[config.mk]
export PLATFORM = sky130hd
export DESIGN_NAME = spad_arbiter
export DESIGN_NICKNAME = d
export VERILOG_FILES = /design/src/rtl/spad_arbiter.sv
export SDC_FILE = /design/constraint.sdc
export NUM_CORES = 1
export LEC_CHECK = 0
export CORE_AREA = 10 10 103 105
export CTS_CLUSTER_SIZE = 10
export DETAILED_ROUTE_END_ITERATION = 10
export DIE_AREA = 0 0 113 115
export PLACE_DENSITY = 0.82
export SLEW_MARGIN = 10
export SYNTH_ARGS = -nofsm -noshare
export SYNTH_HDL_FRONTEND = slang
export SYNTH_SLANG_ARGS = --single-unit
[constraint.sdc]
create_clock -name clk_sys_i -period 4.5 [get_ports clk_sys_i]
set_clock_uncertainty 0.05 [all_clocks]
set_input_delay 0.9 -clock clk_sys_i [delete_from_list [all_inputs] [get_ports clk_sys_i]]
set_output_delay 0.9 -clock clk_sys_i [all_outputs]
set_load 0.005 [all_outputs]
[src/rtl/spad_arbiter.sv]
// spad_arbiter: N-host to single scratchpad request arbiter with in-order
// response routing.
//   Requests: hosts present packed per-host valid/addr/we/wdata/be. One winner
//   drives dev_*. The grant is held (LOCKED) until dev_req_ready_i accepts it.
//   Responses: each accepted request pushes its winner index into a routing
//   FIFO. Each dev_rsp_valid_i pops the FIFO head and strobes that host.
//   A response that arrives with an empty FIFO is dropped and flagged on
//   unexpected_rsp_o.
// Ports:
//   clk_sys_i, rst_sys_i           clock, synchronous active-high reset
//   host_req_valid_i/_ready_o      per-host request handshake
//   host_addr_i/we_i/wdata_i/be_i  packed per-host request fields
//   host_rsp_valid_o               one-hot response strobe
//   host_rdata_o/host_err_o        shared response payload
//   dev_req_*/dev_addr_o/...       downstream request
//   dev_rsp_valid_i/rdata_i/err_i  downstream in-order response
//   outstanding_o                  in-flight request count
//   unexpected_rsp_o               one-cycle pulse for a response with no owner
// Build option: define SPAD_ARB_FIXED_PRIO_EN to use fixed priority, where
// the lowest index wins. If it is not defined, the arbiter uses round-robin.
module spad_arbiter #(
    parameter int unsigned NumHosts       = 2,
    parameter int unsigned AddrWidth      = 32,
    parameter int unsigned DataWidth      = 32,
    parameter int unsigned MaxOutstanding = 4
) (
    input  logic                                clk_sys_i,
    input  logic                                rst_sys_i,
    input  logic [NumHosts-1:0]                 host_req_valid_i,
    output logic [NumHosts-1:0]                 host_req_ready_o,
    input  logic [NumHosts*AddrWidth-1:0]       host_addr_i,
    input  logic [NumHosts-1:0]                 host_we_i,
    input  logic [NumHosts*DataWidth-1:0]       host_wdata_i,
    input  logic [NumHosts*(DataWidth/8)-1:0]   host_be_i,
    output logic [NumHosts-1:0]                 host_rsp_valid_o,
    output logic [DataWidth-1:0]                host_rdata_o,
    output logic                                host_err_o,
    output logic                                dev_req_valid_o,
    input  logic                                dev_req_ready_i,
    output logic [AddrWidth-1:0]                dev_addr_o,
    output logic                                dev_we_o,
    output logic [DataWidth-1:0]                dev_wdata_o,
    output logic [DataWidth/8-1:0]              dev_be_o,
    input  logic                                dev_rsp_valid_i,
    input  logic [DataWidth-1:0]                dev_rdata_i,
    input  logic                                dev_err_i,
    output logic [$clog2(MaxOutstanding):0]     outstanding_o,
    output logic                                unexpected_rsp_o
);

    localparam int unsigned BeWidth = DataWidth / 8;
    localparam int unsigned IdxW    = (NumHosts > 1) ? $clog2(NumHosts) : 1;
    localparam int unsigned PtrW    = $clog2(MaxOutstanding);
    localparam int unsigned CntW    = PtrW + 1;

    typedef enum logic [0:0] {
        ST_IDLE   = 1'b0,
        ST_LOCKED = 1'b1
    } state_e;

    state_e            r_state;
    state_e            w_state_next;
    logic [IdxW-1:0]   r_winner;
    logic [IdxW-1:0]   w_sel;
    logic              w_sel_vld;
    logic              w_full;
    logic              w_accept;
    logic              w_pop;
    logic [IdxW-1:0]   r_fifo [MaxOutstanding];
    logic [PtrW-1:0]   r_wr_ptr;
    logic [PtrW-1:0]   r_rd_ptr;
    logic [CntW-1:0]   r_count;
    logic              r_unexp;
`ifndef SPAD_ARB_FIXED_PRIO_EN
    logic [IdxW-1:0]   r_rr_ptr;
`endif

    assign w_full           = (r_count == CntW'(MaxOutstanding));
    assign outstanding_o    = r_count;
    assign unexpected_rsp_o = r_unexp;
    // Response payload is a straight pass-through; only the strobe is routed.
    assign host_rdata_o     = dev_rdata_i;
    assign host_err_o       = dev_err_i;

    // Winner selection: held winner when LOCKED, otherwise arbitrate.
    always_comb begin : sel_logic
`ifndef SPAD_ARB_FIXED_PRIO_EN
        int unsigned v_idx;
        v_idx = 0;
`endif
        w_sel     = '0;
        w_sel_vld = 1'b0;
        if (r_state == ST_LOCKED) begin
            w_sel     = r_winner;
            w_sel_vld = 1'b1;
        end else begin
            for (int unsigned i = 0; i < NumHosts; i++) begin
`ifdef SPAD_ARB_FIXED_PRIO_EN
                if (!w_sel_vld && host_req_valid_i[IdxW'(i)]) begin
                    w_sel     = IdxW'(i);
                    w_sel_vld = 1'b1;
                end
`else
                // Scan from the pointer so the last winner has lowest priority.
                v_idx = (32'(r_rr_ptr) + i) % NumHosts;
                if (!w_sel_vld && host_req_valid_i[IdxW'(v_idx)]) begin
                    w_sel     = IdxW'(v_idx);
                    w_sel_vld = 1'b1;
                end
`endif
            end
        end
    end

    // Mux the selected host's request fields onto the device port.
    always_comb begin : field_mux
        dev_addr_o  = '0;
        dev_we_o    = 1'b0;
        dev_wdata_o = '0;
        dev_be_o    = '0;
        for (int unsigned i = 0; i < NumHosts; i++) begin
            if (w_sel == IdxW'(i)) begin
                dev_addr_o  = host_addr_i[i*AddrWidth +: AddrWidth];
                dev_we_o    = host_we_i[IdxW'(i)];
                dev_wdata_o = host_wdata_i[i*DataWidth +: DataWidth];
                dev_be_o    = host_be_i[i*BeWidth +: BeWidth];
            end
        end
    end

    // FSM next state and handshake outputs.
    always_comb begin : fsm_comb
        w_state_next     = r_state;
        dev_req_valid_o  = 1'b0;
        host_req_ready_o = '0;
        host_rsp_valid_o = '0;
        w_accept         = 1'b0;
        w_pop            = 1'b0;

        // A full FIFO blocks issue even if a pop frees a slot this cycle.
        dev_req_valid_o = w_sel_vld && !w_full && !rst_sys_i;
        w_accept        = dev_req_valid_o && dev_req_ready_i;
        if (w_accept) begin
            host_req_ready_o[w_sel] = 1'b1;
        end

        w_pop = dev_rsp_valid_i && (r_count != '0) && !rst_sys_i;
        if (w_pop) begin
            host_rsp_valid_o[r_fifo[r_rd_ptr]] = 1'b1;
        end

        case (r_state)
            ST_IDLE: begin
                if (dev_req_valid_o && !dev_req_ready_i) begin
                    w_state_next = ST_LOCKED;
                end
            end
            ST_LOCKED: begin
                if (w_accept) begin
                    w_state_next = ST_IDLE;
                end
            end
            default: w_state_next = ST_IDLE;
        endcase
    end

    // State register.
    always_ff @(posedge clk_sys_i) begin
        if (rst_sys_i) begin
            r_state <= ST_IDLE;
        end else begin
            r_state <= w_state_next;
        end
    end

    // Held winner, arbitration pointer, FIFO pointers and count.
    always_ff @(posedge clk_sys_i) begin
        if (rst_sys_i) begin
            r_winner <= '0;
            r_wr_ptr <= '0;
            r_rd_ptr <= '0;
            r_count  <= '0;
            r_unexp  <= 1'b0;
`ifndef SPAD_ARB_FIXED_PRIO_EN
            r_rr_ptr <= '0;
`endif
        end else begin
            if (r_state == ST_IDLE) begin
                r_winner <= w_sel;
            end
            if (w_accept) begin
                r_wr_ptr <= r_wr_ptr + PtrW'(1);
`ifndef SPAD_ARB_FIXED_PRIO_EN
                if (32'(w_sel) == NumHosts - 1) begin
                    r_rr_ptr <= '0;
                end else begin
                    r_rr_ptr <= w_sel + IdxW'(1);
                end
`endif
            end
            if (w_pop) begin
                r_rd_ptr <= r_rd_ptr + PtrW'(1);
            end
            r_count <= r_count + CntW'(w_accept) - CntW'(w_pop);
            r_unexp <= dev_rsp_valid_i && (r_count == '0);
        end
    end

    // Routing FIFO storage; contents are only meaningful below r_count.
    always_ff @(posedge clk_sys_i) begin
        if (w_accept) begin
            r_fifo[r_wr_ptr] <= w_sel;
        end
    end

endmodule

### Yosys cells after proc, flatten, opt, wreduce, memory -nomap -nowiden

Memory sizes are Yosys's and may differ from the RTL's. A register that Yosys moved wholly into a read port is not among the register bits.
Index checks and enable logic that the tools add are counted.

* bitwise gates (word level): 1
* mux-type cells: 29
* add/subtract/negate cells: 6
* magnitude comparators: 6
* equal/unequal tests: 1
* reductions and logical operators: 16

Operators by type and width (number)
* 2-to-1 mux 32 bit: 2
* 2-to-1 mux 1 bit: 19
* logical AND 1 bit: 10
* less-than comparator 1 x 2 -> 1 bit, second input constant: 4
* 2-to-1 mux 2 bit: 4
* adder 2 x 1 -> 2 bit, second input constant: 2
* logical NOT 1 bit: 4
* 2-to-1 mux 4 bit: 1
* adder 3 x 1 -> 3 bit: 1
* == test 3 bit, second input constant: 1
* logical NOT 3 bit: 1
* nonzero test 3 bit: 1
* subtractor 3 x 1 -> 3 bit: 1
* adder 1 bit, second input constant: 2
* demux 1 bit (select 1 bit): 2
* >= comparator 1 bit, second input constant: 2
* case mux 1 bit (2 select lines): 1
* NOT 1 bit: 1

* memories kept: 1
* input port bits: 177
* output and inout port bits: 111
* RAM bits: 4
* register bits after elaboration: 11
* word-level logic and storage cells: 67

Memories
* r_fifo: words 4, bits a word 1, rd ports 1, clocked after Yosys merged registers in 1, write ports 1, RTL line 69 `logic [IdxW-1:0] r_fifo [MaxOutstanding];`

### Longest topological paths before layout

Gate-level depths: netlist of the first run.

* word-level depth: 13
* depth in mapped cells: 10
* gate-level depth less buffers: 10

### Worst setup path before layout of the first run

No wires, ideal clock.

* kind: input to output
* start point: input port host_req_valid_i[0]
* end point: output port dev_wdata_o[23]
* data required time: 3550 ps
* buffers on the path: 2
* setup slack: 1717 ps
* arrival time: 1833 ps
* stages on the path: 5
* path through: nor2b_2 -> o21ai_2 -> buf_6 -> buf_8 -> mux2_4

* longest elaborated chain between the ends: 9
* elaborated cells between the ends (all ways): 12
* those cells by class: mux (10); reduce/logical (2)

RTL lines
* start: declaration: RTL line 29 `input logic [NumHosts-1:0] host_req_valid_i,`
* 2-to-1 mux 1 bit (implied by the code) (2 in series): RTL line 106 `if (!w_sel_vld && host_req_valid_i[IdxW'(v_idx)]) begin`
* 2-to-1 mux 1 bit: RTL line 106
* 2-to-1 mux 1 bit: RTL line 93 `if (r_state == ST_LOCKED) begin`
* logical NOT 1 bit: RTL line 106
* logical AND 1 bit: RTL line 106
* 2-to-1 mux 1 bit *: RTL line 106
* 2-to-1 mux 1 bit *: RTL line 93
* named net w_sel: RTL line 64 `logic [IdxW-1:0] w_sel;`
* 2-to-1 mux 32 bit *: RTL line 122 `if (w_sel == IdxW'(i)) begin`
* end: declaration: RTL line 42 `output logic [DataWidth-1:0] dev_wdata_o,`

Mark *: on every way through the listed nets, which the timed path passes. The rest lies on a longest branch. The select of a mux whose other input is x is not followed.

### Worst setup path in the final report of the first run

* start point: input port host_req_valid_i[0]
* end point: output port dev_wdata_o[31]

* longest elaborated chain between the ends: 9
* elaborated cells between the ends (all ways): 12
* those cells by class: mux (10); reduce/logical (2)

RTL lines (RTL line)
* 2-to-1 mux 1 bit (implied by the code) (2 in series): 106
* 2-to-1 mux 1 bit: 106
* 2-to-1 mux 1 bit: 93
* logical NOT 1 bit: 106
* logical AND 1 bit: 106
* 2-to-1 mux 1 bit *: 106
* 2-to-1 mux 1 bit *: 93
* 2-to-1 mux 32 bit *: 122

Mark *: on every way between the ends. The rest lies on a longest branch, timed or not. The select of a mux whose other input is x is not followed.

==> summary.txt, run 1 <==
Power
  – Worst IR Drop VDD: 0.220 mV
  – Total power: 1020 uW
  – Leakage Power: 0.00171 uW
  – PD cells: 239 mW/mm^2

Final layout
  – Fillers: 740
  – Fin nets: 556
  – Share of post-route cells with drive strength above 1: 0.243
  – N_diodes: 0
  – Area grow syn2layout: 91.6%

Synth
  – Share of the synthesized area in the top cell type: 0.370
  – Top FF cell, synth: dfxtp_1
  – Most frequent cell after synthesis: mux2_4
  – Commonest cells in the netlist: mux2_4, buf_4, mux2_2
  – EDFF count, synth: 4
  – Post-Syn Nets: 370
  – Synth warn: 0
  – Ys async rst share: 0
  – Sequential area share after synthesis: 0.170
  – Mean Syn Cell Area: 12.0 sq um
  – Synth area leader: mux2_4
  – Top cells by area, synth: mux2_4, dfxtp_1, buf_4
  – Synth cell types: 38
  – Netlist Area Pre-Place: 0.00223 sq mm
  – Register bit count reported by yosys: 17
  – Mapped Cells: 186

Clock tree
  – CTS Buf Count: 3
  – H-tree depth: 1
  – Post-cts resize count: 0
  – Postcts setup bufs: 0
  – Hold buffer count at cts: 0
  – CTS max path bufs: 2
  – Sink Count: 17
  – Root Driver: clkbuf_8
  – Worst skew pair latency: 0.25 ns
  – TritonCTS clock tree: yes
  – Reg clk slew, reported paths: 0.06 ns

Critical path
  – Crit end category: output pin
  – Reg2Reg Depth: 10
  – Startpoint class of the critical path: input pin
  – Setup slack, reg-to-reg: 2.00 ns
  – Critical R2R Launch: outstanding_o[1]$_SDFF_PP0_
  – Critical path required time: 3.55 ns
  – Crit path max fanout: 33
  – Worst r2r dst: outstanding_o[2]$_SDFF_PP0_
  – Critical path class: input pin to output pin
  – Worst Path Arrival: 3.02 ns

Drt
  – Wire per inst: 21.5 um
  – DRC: 0
  – Post-DR vias/cell: 4.28
  – Detailed Route WL: 10300 um
  – Routed vias: 2049
  – Post-route ant nets: 0
  – Initial detailed-routing violation count: 92
  – Detailed Routing Iterations Pass 1: 4

Floorplanning
  – Die area: 0.0130 sq mm
  – I/O pin count: 288
  – Die H: 115 um
  – Initial Utilization: 0.261
  – Total core area: 0.00855 sq mm
  – Chip width: 113 um
  – Num rows: 34

Worst hold path
  – Hold depth: 2
  – Hold crit path type: flop to flop
  – Hold_sp: r_rr_ptr$_SDFFE_PP0P_
  – Hold endpoint: r_rr_ptr$_SDFFE_PP0P_

Timing
  – Final Cycle Share: 0.882
  – Max frequency: 252 MHz
  – Worst relative slew slack: 0.674
  – Slew @ Worst Pin: 0.490 ns
  – Setup TNS: 0 ns
  – # setup viols final: 0
  – Tmin final: 3.97 ns
  – Max-slew violations: 0
  – Unrepaired setup endpoints after global routing: false
  – Final hold violations: 0

Global routing
  – Total Routing Usage GR: 0.139
  – First-pass GRT wire length: 14100 um
  – Initial antenna violation count: 0
  – Gr ovfl total: 0
  – Largest net degree at the start of global routing: 45
  – Vias in the first global route: 2194

Placed design
  – Count of input and output buffers: 221
  – HPWL after detailed placement: 9420 um
  – Final RePlAce weighted congestion: 0.820

Status
  – Status: completed

Flow run
  – Number of max-cap violations: 0
worst max-delay path, stage by stage:
cell	delay, ns
clkdlybuf4s50_1	0.42
nor2b_2	0.18
o21ai_4	0.18
buf_4	0.45
mux2_2	0.40
clkdlybuf4s50_1	0.47
worst max path at each step:
| stage | slack, ns | to | startpoint |
|---|---|---|---|
| 2_1_floorplan | 1.72 | dev_wdata_o[23] | host_req_valid_i[0] |
| 3_3_place_gp | 0.55 | dev_wdata_o[31] | host_req_valid_i[0] |
| 3_5_place_dp | 0.52 | dev_wdata_o[31] | host_req_valid_i[0] |
| 4_1_cts | 0.51 | dev_wdata_o[31] | host_req_valid_i[0] |
| 5_1_grt | 0.43 | dev_wdata_o[31] | host_req_valid_i[1] |
| 6_report | 0.53 | dev_wdata_o[31] | host_req_valid_i[0] |
area by class of cell:
cell class | count | area (sq um) | share of cell area
clock buffer | 3 | 41.3 | 0.00965
clock inverter | 1 | 7.51 | 0.00176
inverter | 6 | 22.5 | 0.00527
multi-input combinational | 120 | 1440 | 0.337
sequential | 17 | 380 | 0.0889
tap | 108 | 135 | 0.0316
timing repair buffer | 224 | 2250 | 0.525
power breakdown:
group | switching [uW] | leakage [uW] | internal (uW) | total [uW]
clock network | 52.8 | 0.0000217 | 62.2 | 115
registers | 31.9 | 0.000144 | 188 | 220
logic | 213 | 0.00154 | 473 | 686
total | 298 | 0.00171 | 723 | 1020
cell usage in the layout, fill, tap and decap left out, types with 2 or more instances in the layout:
cell and instances:
clkdlybuf4s50_1 221, mux2_4 55, mux2_2 14, dfxtp_1 13, nor2_1 8, ha_1 6
inv_1 5, and2_2 5, nand2b_1 4, edfxtp_1 4, nor2b_1 3, clkbuf_8 3
nor3b_4 2, nor3_1 2, xor2_1 2, xnor2_1 2, buf_4 2
stage by stage:
stage	area (sq um)	setup WS, ns	instances	utilization	hold WS (ns)
floorplan	2230	1.72	186	-	0.410
global placement	4230	0.547	475	0.494	0.434
detailed placement	4230	0.521	475	0.494	0.443
CTS	4280	0.508	479	0.500	0.456
global route	4280	0.432	479	0.500	0.467
finish	4280	0.531	479	0.500	0.449
routing by layer:
| layer | vias to the layer above | global-route usage | share of wire |
|---|---|---|---|
| met2 | 148 | 0.242 | 0.50 |
| met3 | 4 | 0.0661 | 0.12 |
| li1 | 981 | - | - |
| met4 | 0 | 0.0178 | 0.0054 |
| met5 | - | 0 | 0 |
| met1 | 916 | 0.155 | 0.37 |
logic make-up (layout without fill, tap and decap cells):
kind of cell,Yosys count,count (layout),synth area share
flops,17,17,0.170
mux,72,72,0.460
xor+xnor,4,4,0.0157
simple gates,32,32,0.107
fa+ha+maj,7,7,0.0426
compound gates,5,5,0.0174
buf+inv,49,234,0.187
No activity file was read; power rests on OpenSTA's default activity.
==> inputs of run 2 (changes only) <==
--- a/config.mk
+++ b/config.mk
@@ -5,11 +5,14 @@
 export SDC_FILE = /design/constraint.sdc
 export NUM_CORES = 1
 export LEC_CHECK = 0
+export ABC_AREA = 1
 export CORE_AREA = 10 10 103 105
 export CTS_CLUSTER_SIZE = 10
 export DETAILED_ROUTE_END_ITERATION = 10
 export DIE_AREA = 0 0 113 115
-export PLACE_DENSITY = 0.82
+export GPL_TIMING_DRIVEN = 0
+export PLACE_DENSITY = 0.78
+export REMOVE_ABC_BUFFERS = 1
 export SLEW_MARGIN = 10
 export SYNTH_ARGS = -nofsm -noshare
 export SYNTH_HDL_FRONTEND = slang
==> run 2 against run 1 <==
Against the previous run: sequential cell count unchanged; register-to-register slack improved by 0.11 ns; wire length increased by 6.0%; power decreased by 5.7%; synthesized cell count increased by 94%; die area unchanged; worst setup slack got worse by 0.18 ns; via count increased by 36%; critical endpoint is now dev_wdata_o[26]; synthesized area decreased by 13%; combinational power decreased by 5.7%.
==> summary.txt, run 2 <==
Clock tree
  – Reg clk slew, reported paths: 0.06 ns (about the same)
  – CTS Buf Count: 3 (unchanged)
  – Worst skew pair latency: 0.25 ns (about the same)
  – TritonCTS clock tree: yes (unchanged)
  – Root Driver: clkbuf_8 (unchanged)
  – Sink Count: 17 (unchanged)
  – CTS max path bufs: 2 (unchanged)
  – Hold buffer count at cts: 0 (unchanged)
  – H-tree depth: 1 (unchanged)

Placed design
  – HPWL after detailed placement: 9520 um (was 9420 um)
  – Final RePlAce weighted congestion: 0.830 (was 0.820)
  – Placed insts: 644 (was 475)
  – Count of input and output buffers: 221 (unchanged)
  – Worst slack, placed: -0.0181 ns (was 0.521 ns)

Global routing
  – Gr ovfl total: 0 (unchanged)
  – Total Routing Usage GR: 0.152 (was 0.139)
  – First-pass GRT wire length: 15800 um (was 14100 um)
  – Largest net degree at the start of global routing: 75 (was 45)
  – Vias in the first global route: 2882 (was 2194)
  – Initial antenna violation count: 0 (unchanged)

Worst hold path
  – Hold_sp: r_rd_ptr[1]$_SDFFE_PP0P_ (was r_rr_ptr$_SDFFE_PP0P_)
  – Hold endpoint: r_rd_ptr[1]$_SDFFE_PP0P_ (was r_rr_ptr$_SDFFE_PP0P_)
  – Hold crit path type: flop to flop (unchanged)
  – Hold depth: 2 (unchanged)

Synth
  – Mapped Cells: 361 (was 186)
  – Commonest cells in the netlist: nand2_1, buf_4, inv_1 (was mux2_4, buf_4, mux2_2)
  – Top FF cell, synth: dfxtp_1 (unchanged)
  – Mean Syn Cell Area: 5.38 sq um (was 12.0 sq um)
  – Ys async rst share: 0 (unchanged)
  – XOR/XNOR share of the synthesized area: 0.00903 (was 0.0157)
  – Post-synthesis simple-gate area fraction: 0.497 (was 0.107)
  – Adder-cell share of the synthesized area: 0.0490 (was 0.0426)
  – Multiplexer share of the synthesized area: 0 (was 0.460)
  – Top cells by area, synth: nand2_1, dfxtp_1, buf_4 (was mux2_4, dfxtp_1, buf_4)
  – Register bit count reported by yosys: 17 (unchanged)
  – Share of the synthesized area in the top cell type: 0.437 (was 0.370)
  – Most frequent cell after synthesis: nand2_1 (was mux2_4)
  – Synth warn: 0 (unchanged)
  – Synth cell types: 17 (was 38)
  – Synth area leader: nand2_1 (was mux2_4)
  – EDFF count, synth: 4 (unchanged)
  – Netlist Area Pre-Place: 0.00194 sq mm (was 0.00223 sq mm)
  – Synth Area in Compound Gates: 0.0342 (was 0.0174)
  – Sequential area share after synthesis: 0.196 (was 0.170)
  – Largest family of logic cells by synthesized area: simple AND/OR/NAND/NOR gates (was multiplexers)

Final layout
  – Area grow syn2layout: 110% (was 91.6%)
  – Post-route insts no fill: 648 (was 479)
  – Fin nets: 725 (was 556)
  – Commonest non-fill, non-tap cell in the layout: nand2_1 (was clkdlybuf4s50_1)
  – Share of post-route cells with drive strength above 1: 0.0167 (was 0.243)
  – Most frequent cells in the layout: nand2_1, clkdlybuf4s50_1, inv_1 (was clkdlybuf4s50_1, mux2_4, mux2_2)
  – Fin util: 0.476 (was 0.500)
  – N_diodes: 0 (unchanged)

Critical path
  – Crit path cell chain: clkdlybuf4s50_1, a31oi_4, buf_16, inv_4, nand2_1, nand2_1, clkdlybuf4s50_1 (was clkdlybuf4s50_1, nor2b_2, o21ai_4, buf_4, mux2_2, clkdlybuf4s50_1)
  – Crit path max fanout: 74 (was 33)
  – Critical path required time: 3.55 ns (about the same)
  – Crit-path max cell delay: 0.53 ns (was 0.47 ns)
  – Slowest cell on the critical path: clkdlybuf4s50_1 (unchanged)
  – Startpoint class of the critical path: input pin (unchanged)
  – Worst r2r dst: outstanding_o[2]$_SDFF_PP0_ (unchanged)
  – Setup slack, reg-to-reg: 2.11 ns (was 2.00 ns)
  – Buf+Inv Stages, Crit Path: 4 (was 3)
  – CP top delay family: buffers and inverters (unchanged)
  – Reg2Reg Depth: 10 (unchanged)
  – Critical R2R Launch: outstanding_o[1]$_SDFF_PP0_ (unchanged)
  – Crit end category: output pin (unchanged)
  – Critical path class: input pin to output pin (unchanged)
  – Worst Path Arrival: 3.20 ns (was 3.02 ns)

Drt
  – Detailed Route WL: 10900 um (was 10300 um)
  – DRC: 0 (unchanged)
  – Initial detailed-routing violation count: 135 (was 92)
  – Routed vias: 2783 (was 2049)
  – Post-DR vias/cell: 4.29 (was 4.28)
  – Detailed Routing Iterations Pass 1: 5 (was 4)
  – Post-route ant nets: 0 (unchanged)
  – Wire per inst: 16.8 um (was 21.5 um)

Floorplanning
  – Die H: 115 um (unchanged)
  – Chip width: 113 um (unchanged)
  – Die area: 0.0130 sq mm (unchanged)
  – I/O pin count: 288 (unchanged)
  – Initial Utilization: 0.227 (was 0.261)
  – Total core area: 0.00855 sq mm (unchanged)
  – Num rows: 34 (unchanged)

Timing
  – Max-slew violations: 0 (unchanged)
  – Unrepaired setup endpoints after global routing: false (unchanged)
  – # setup viols final: 0 (unchanged)
  – Max frequency: 241 MHz (was 252 MHz)
  – Worst relative slew slack: 0.546 (was 0.674)
  – Worst Setup Slack, final: 0.354 ns (was 0.531 ns)
  – Final Cycle Share: 0.921 (was 0.882)
  – Slew @ Worst Pin: 0.681 ns (was 0.490 ns)
  – Tmin final: 4.15 ns (was 3.97 ns)
  – Hold WS: 0.446 ns (was 0.449 ns)
  – Final hold violations: 0 (unchanged)

Status
  – Status: completed (unchanged)

Power
  – Total power: 962 uW (was 1020 uW)
  – Leakage Power: 0.00193 uW (was 0.00171 uW)
  – Worst IR Drop VDD: 0.127 mV (was 0.220 mV)
  – PD cells: 237 mW/mm^2 (was 239 mW/mm^2)

Flow run
  – Number of max-cap violations: 0 (unchanged)
==> run 2: changes by cell type after synthesis, moves of 3 or more <==
| cell | before | now |
|---|---|---|
| inv_1 | 5 | 23 |
| and2_2 | 5 | 0 |
| nor2b_1 | 3 | 0 |
| buf_2 | 1 | 15 |
| a21oi_1 | 0 | 8 |
| buf_12 | 5 | 0 |
| mux2_2 | 14 | 0 |
| mux2_4 | 55 | 0 |
| nand2_1 | 1 | 226 |
| nor2_1 | 8 | 19 |
| nand2b_1 | 4 | 0 |
| nand3_1 | 0 | 4 |
==> run 2: kinds of logic after synthesis <==
group	count (synthesis)
AND/OR/NAND/NOR	252
buffers and inverters	73
flip-flops	17
AO/OA/AOI/OAI	10
adder cells (fa/ha/maj)	7
XOR/XNOR	2
==> run 2: where the power goes <==
part | total (uW) | leakage [uW] | internal [uW] | switching, uW
Clock | 114 | 0.0000228 | 62.8 | 51.6
Combinational | 647 | 0.00177 | 378 | 270
Sequential | 201 | 0.000143 | 182 | 18.9
==> run 2: worst reg2reg max path, delay by kind of cell, from the launching register on <==
family                     cells  cell delay [ns]
DFF                            1             0.41
adders and majority gates      3             0.93
AOI/OAI and AO/OA              2             0.27
buffers and inverters          3             0.23
and+or+nand+nor                2             0.43
==> run 2: worst max path at each step <==
| stage | startpoint | to | cells past startpoint |
|---|---|---|---|
| final | host_req_valid_i[1] | dev_wdata_o[26] | 7 |
| after global routing | host_req_valid_i[0] | dev_wdata_o[26] | 8 |
| after floorplan | host_req_valid_i[0] | host_req_ready_o[0] | 4 |
| after detailed placement | host_req_valid_i[0] | dev_wdata_o[26] | 8 |
| after CTS | host_req_valid_i[0] | dev_wdata_o[26] | 8 |
| after global placement | host_req_valid_i[0] | dev_wdata_o[26] | 7 |
==> run 2: per-layer routing <==
metal	routed length, um	global-route usage
met1	4030	0.162
met2	5220	0.252
met3	1520	0.0953
met4	105	0.0254
met5	34	0.0185
==> run 2: layout make-up <==
class                           instances  area [sq um]
Fill cell                             816          4480
Timing Repair Buffer                  223          2270
Tap cell                              108           135
Multi-Input combinational cell        271          1140
Inverter                               25          96.3
Sequential cell                        17           380
Clock buffer                            4          45.0
==> run 2: metrics by stage <==
stage          setup TNS [ns]  area (sq um)
6_report                    0          4070
5_1_grt                     0          4070
4_1_cts                     0          4070
3_5_place_dp          -0.0181          4020
3_3_place_gp           -72.82          3970
2_1_floorplan               0          1620
==> run 2: timing repair <==
action | CTS | global route
endpoints found under the setup margin | 1 | 0
buffers inserted | 0 | 0
resized for setup | 1 | 0
